==> config.mk <==
export PLATFORM = sky130hd
export DESIGN_NAME = demux_deser_4ch
export DESIGN_NICKNAME = d
export VERILOG_FILES = /design/src/rtl/demux_deser_pkg.sv /design/src/rtl/demux_deser_lane.sv /design/src/rtl/demux_deser_4ch.sv
export SDC_FILE = /design/constraint.sdc
export NUM_CORES = 1
export LEC_CHECK = 0
export BUFFER_PORTS_ARGS = -buffer_cell sky130_fd_sc_hd__buf_4
export CAP_MARGIN = 20
export CORE_ASPECT_RATIO = 1.1
export CORE_MARGIN = 2
export CORE_UTILIZATION = 50
export DETAILED_ROUTE_END_ITERATION = 6
export HOLD_SLACK_MARGIN = 0.06
export PLACE_DENSITY = 0.69
export SYNTH_ARGS = -nofsm -noshare
export SYNTH_HDL_FRONTEND = slang
export SYNTH_SLANG_ARGS = --single-unit
==> constraint.sdc <==
create_clock -name clk -period 4.7 [get_ports clk]
set_input_delay 0.47 -clock clk [delete_from_list [all_inputs] [get_ports clk]]
set_output_delay 0.47 -clock clk [all_outputs]
set_load 0.05 [all_outputs]
==> src/rtl/demux_deser_pkg.sv <==
// demux_deser_pkg: shared constants and lane state type for the 4-channel deserializer
package demux_deser_pkg;
    localparam int DEMUX_CH    = 4;
    localparam int DEMUX_WIDTH = 8;
    typedef enum logic {COLLECT, STALL} lane_state_t;
endpackage

==> src/rtl/demux_deser_lane.sv <==
// demux_deser_lane: one channel's shift register, bit counter, holding register and stall state
// Bit order is MSB-first when DEMUX_DESER_MSB_FIRST_EN is defined, LSB-first otherwise.
module demux_deser_lane
    import demux_deser_pkg::*;
#(
    parameter int WIDTH = DEMUX_WIDTH
) (
    input  logic             clk,
    input  logic             rst,
    input  logic             bit_en,
    input  logic             din,
    input  logic             dout_ready,
    output logic             ready,
    output logic [WIDTH-1:0] dout,
    output logic             valid
);
    localparam int CW = $clog2(WIDTH);
    lane_state_t      state;
    logic [CW-1:0]    bit_cnt;
    logic [WIDTH-1:0] shift;
    logic [WIDTH-1:0] word;
    logic             take;
    logic             last;
    logic             load;
    assign ready = (state == COLLECT);
    assign take  = bit_en && ready;
    assign last  = (bit_cnt == CW'(WIDTH - 1));
    // A completed word goes straight to hold only if the hold slot is free or being drained now
    assign load  = take && last && (!valid || dout_ready);
    always_comb begin
        word = shift;
`ifdef DEMUX_DESER_MSB_FIRST_EN
        word = {shift[WIDTH-2:0], din};
`else
        word[bit_cnt] = din;
`endif
    end
    always_ff @(posedge clk or posedge rst) begin
        if (rst) begin
            state   <= COLLECT;
            bit_cnt <= '0;
            shift   <= '0;
            dout    <= '0;
            valid   <= 1'b0;
        end else if (state == STALL) begin
            if (dout_ready) begin
                dout  <= shift;
                state <= COLLECT;
            end
        end else begin
            if (take) begin
                shift   <= word;
                bit_cnt <= last ? '0 : bit_cnt + 1'b1;
                if (last && !load) state <= STALL;
            end
            if (load) begin
                dout  <= word;
                valid <= 1'b1;
            end else if (dout_ready) begin
                valid <= 1'b0;
            end
        end
    end
endmodule

==> src/rtl/demux_deser_4ch.sv <==
// demux_deser_4ch: routes serial bits to four deserializer lanes by sel and returns per-lane backpressure
// Optional MSB-first assembly via DEMUX_DESER_MSB_FIRST_EN.
module demux_deser_4ch
    import demux_deser_pkg::*;
#(
    parameter int WIDTH = DEMUX_WIDTH
) (
    input  logic                clk,
    input  logic                rst,
    input  logic                bit_valid,
    input  logic                din,
    input  logic [1:0]          sel,
    output logic                bit_ready,
    output logic [WIDTH-1:0]    dout0,
    output logic [WIDTH-1:0]    dout1,
    output logic [WIDTH-1:0]    dout2,
    output logic [WIDTH-1:0]    dout3,
    output logic [DEMUX_CH-1:0] dout_valid,
    input  logic [DEMUX_CH-1:0] dout_ready
);
    logic [DEMUX_CH-1:0] lane_ready;
    logic [WIDTH-1:0]    lane_dout [DEMUX_CH];
    genvar c;
    generate
        for (c = 0; c < DEMUX_CH; c++) begin : g_lane
            demux_deser_lane #(.WIDTH(WIDTH)) u_lane (
                .clk        (clk),
                .rst        (rst),
                .bit_en     (bit_valid && (sel == 2'(c))),
                .din        (din),
                .dout_ready (dout_ready[c]),
                .ready      (lane_ready[c]),
                .dout       (lane_dout[c]),
                .valid      (dout_valid[c])
            );
        end
    endgenerate
    assign bit_ready = lane_ready[sel];
    assign dout0     = lane_dout[0];
    assign dout1     = lane_dout[1];
    assign dout2     = lane_dout[2];
    assign dout3     = lane_dout[3];
endmodule

==> impl_metrics.py <==
metrics = {
    "worst_setup_path": {
        "worstSetupStartpointType": "flip-flop",
        "worstPathArrival_ps": 2530,
        "critPathKind": "flip-flop to flip-flop",
        "path_max_fanout": 16,
        "worstPathRequired_ps": 4950,
        "worst-r2r-cell-count": 5,
        "endpoint_kind": "flip-flop",
    },
    "floorplan": {
        "core-area_mm2": 0.00887,
        "die_y_um": 104,
        "rows": 36,
        "die_w_um": 95.2,
        "pin_count": 47,
        "initial_core_util_pct": 51.6,
        "dieArea_mm2": 0.00993,
    },
    "grt": {
        "antenna_found_initial": 0,
        "grt_max_degree": 65,
        "grtUsageTotal_pct": 17.1,
        "grt_pass1_wl_um": 13600,
        "grt_pass1_vias": 2819,
        "grt_overflow_total": 0,
    },
    "placed_design": {
        "place_congestion": 0.795,
        "io_buffers": 46,
        "hpwl_um": 5110,
        "place_ws_ps": 2420,
    },
    "logic_synthesis": {
        "yosysTopAreaCellShare_pct": 46.0,
        "synth_area_per_cell_um2": 12.4,
        "synthesis.nets": 388,
        "synth_cells": 370,
        "synth_top_area_cell": "dfrtp_1",
        "synth.area.top_cells": "dfrtp_1, mux2_2, mux2_1, nor4bb_1, nor4b_1",
        "yosys_warnings": 0,
        "synth_seq_cells": 84,
        "ys_seq_area_share_pct": 46.0,
        "ys_types": 38,
        "synth-edff-count": 0,
        "synth_ff_type": "dfrtp_1",
        "ys_async_sr_fraction_pct": 100,
        "netlist_area_mm2": 0.00457,
    },
    "sta": {
        "worst_pin_slew_ps": 787,
        "relSlewSlack_pct": 47.5,
        "min_period_ps": 2290,
        "post-route-period-util_pct": 48.6,
        "setup_ws_ps": 2410,
        "hold_ws_ps": 215,
        "finalSetupTns_ps": 0,
        "drv_slew": 0,
        "rsz0062_at_grt": "false",
        "finalSetupViolCount": 0,
        "skew_ps": 7.12,
        "hold_viol": 0,
        "max_freq_mhz": 437,
    },
    "cells_and_area": {
        "final_layout_size_suffix_gt1_share_pct": 39.6,
        "fin_util_pct": 57.5,
        "area_growth_pct": 11.6,
        "nets": 412,
        "antenna_cells": 0,
        "final_common_cell": "dfrtp_1",
        "nFillCells": 768,
        "final_cell_mix": "dfrtp_1, mux2_2, buf_4",
    },
    "clock_network": {
        "clock-root-buffer": "clkbuf_8",
        "h-tree-depth": 3,
        "clk_pin_slew_ps": 90,
        "postCtsSetupRepairBufs": 0,
        "cts_buffer_depth": 2,
        "post_cts_resized": 0,
        "cts_buffers": 9,
        "clk_latency_ps": 360,
        "cts_sinks": 84,
        "cts_tree": "done",
        "cts-hold-fix-buffers": 0,
    },
    "drt": {
        "vias": 2925,
        "ant_nets": 0,
        "drc_errors": 0,
        "drt_iter0_markers": 104,
        "wl_per_cell_um": 15.7,
        "vias_per_cell": 5.70,
        "finalWirelength_um": 8080,
        "firstDrtPassIters": 4,
    },
    "run_status": {
        "status": "finished, final reports clean",
    },
    "flow_run": {
        "maxCapViolCount": 0,
    },
    "hold_path": {
        "min_path_type": "primary input to asynchronous set/reset pin",
    },
    "pwr": {
        "p_leak_nw": 2.32,
        "vdd.ir_drop.worst_v": 0.000302,
        "power_density_mw_per_mm2": 598,
    },
}
==> cell type report <==
cell class                 count  area, um2  area share [%]
multi-input combinational    244       2260            44.3
sequential                    84       2100            41.2
timing repair buffer          47        353            6.91
tap                          114        143            2.79
clock buffer                  10        128            2.50
clock inverter                 6       88.8            1.74
inverter                       8       31.3           0.613
==> stage by stage <==
stage	instance area [um2]	cells	total power, mW
after global routing	5100	513	3.25
after detailed placement	4890	497	2.51
after CTS	5100	513	3.08
final	5100	513	3.05
after floorplan	4570	370	2.23
after global placement	4890	497	2.47
==> Yosys cell counts, types with 7 or more instances <==
cell type	number
nand3_1	9
ha_1	8
nor4b_1	12
mux2_2	83
nor4_1	11
clkbuf_1	8
dfrtp_1	84
buf_4	9
inv_1	8
buf_2	17
nor2_1	17
nand4_1	7
nor4bb_1	13
mux2_1	22
nand4b_1	8
==> worst paths after layout <==
path	from	endpoint	slack, ps
worst max register to register	g_lane[0].u_lane.bit_cnt[0]$_DFFE_PP0P_	g_lane[0].u_lane.dout[1]$_DFFE_PP0P_	2410
worst max-delay path	g_lane[0].u_lane.bit_cnt[0]$_DFFE_PP0P_	g_lane[0].u_lane.dout[1]$_DFFE_PP0P_	2410
worst min-delay path	rst	g_lane[3].u_lane.dout[3]$_DFFE_PP0P_	220
worst min register to register	g_lane[1].u_lane.shift[6]$_DFFE_PP0P_	g_lane[1].u_lane.shift[6]$_DFFE_PP0P_	490
max in group asynchronous	rst	g_lane[0].u_lane.dout[7]$_DFFE_PP0P_	3460
min in group clk	dout_ready[0]	g_lane[0].u_lane.state$_DFF_PP0_	280
==> metal layers <==
layer	share of wire, %	global-route usage, %	up-vias
li1	-	-	1423
met1	49	24.2	1453
met2	46	26.1	41
met3	3.4	2.90	8
met4	1.3	6.94	0
met5	0	0	-
==> kinds of logic after synthesis <==
group | synth area share, %
AO/OA/AOI/OAI | 2.30
adder cells (fa/ha/maj) | 2.19
buffers and inverters | 4.65
flip-flops | 46.0
multiplexers | 26.3
AND/OR/NAND/NOR | 18.6
==> where the power goes <==
group / switching, mW / internal [mW] / total [mW] / leakage [nW]
clock: 0.268 / 0.299 / 0.567 / 0.102
combinational: 0.631 / 0.592 / 1.22 / 1.11
sequential: 0.288 / 0.974 / 1.26 / 1.11
==> registers in the layout, indices dropped and copies added (netlist names) <==
name                   cells
g_lane.u_lane.state        4
g_lane.u_lane.valid        4
g_lane.u_lane.bit_cnt     12
g_lane.u_lane.dout        32
g_lane.u_lane.shift       32
==> critical path, cell delays in order, from the launching register on <==
cell      delay, ps
dfrtp_1         610
ha_1            230
ha_1            220
nor4bb_1        310
o22a_1          420
mux2_2          390
Power figures use the tool's default switching activity.
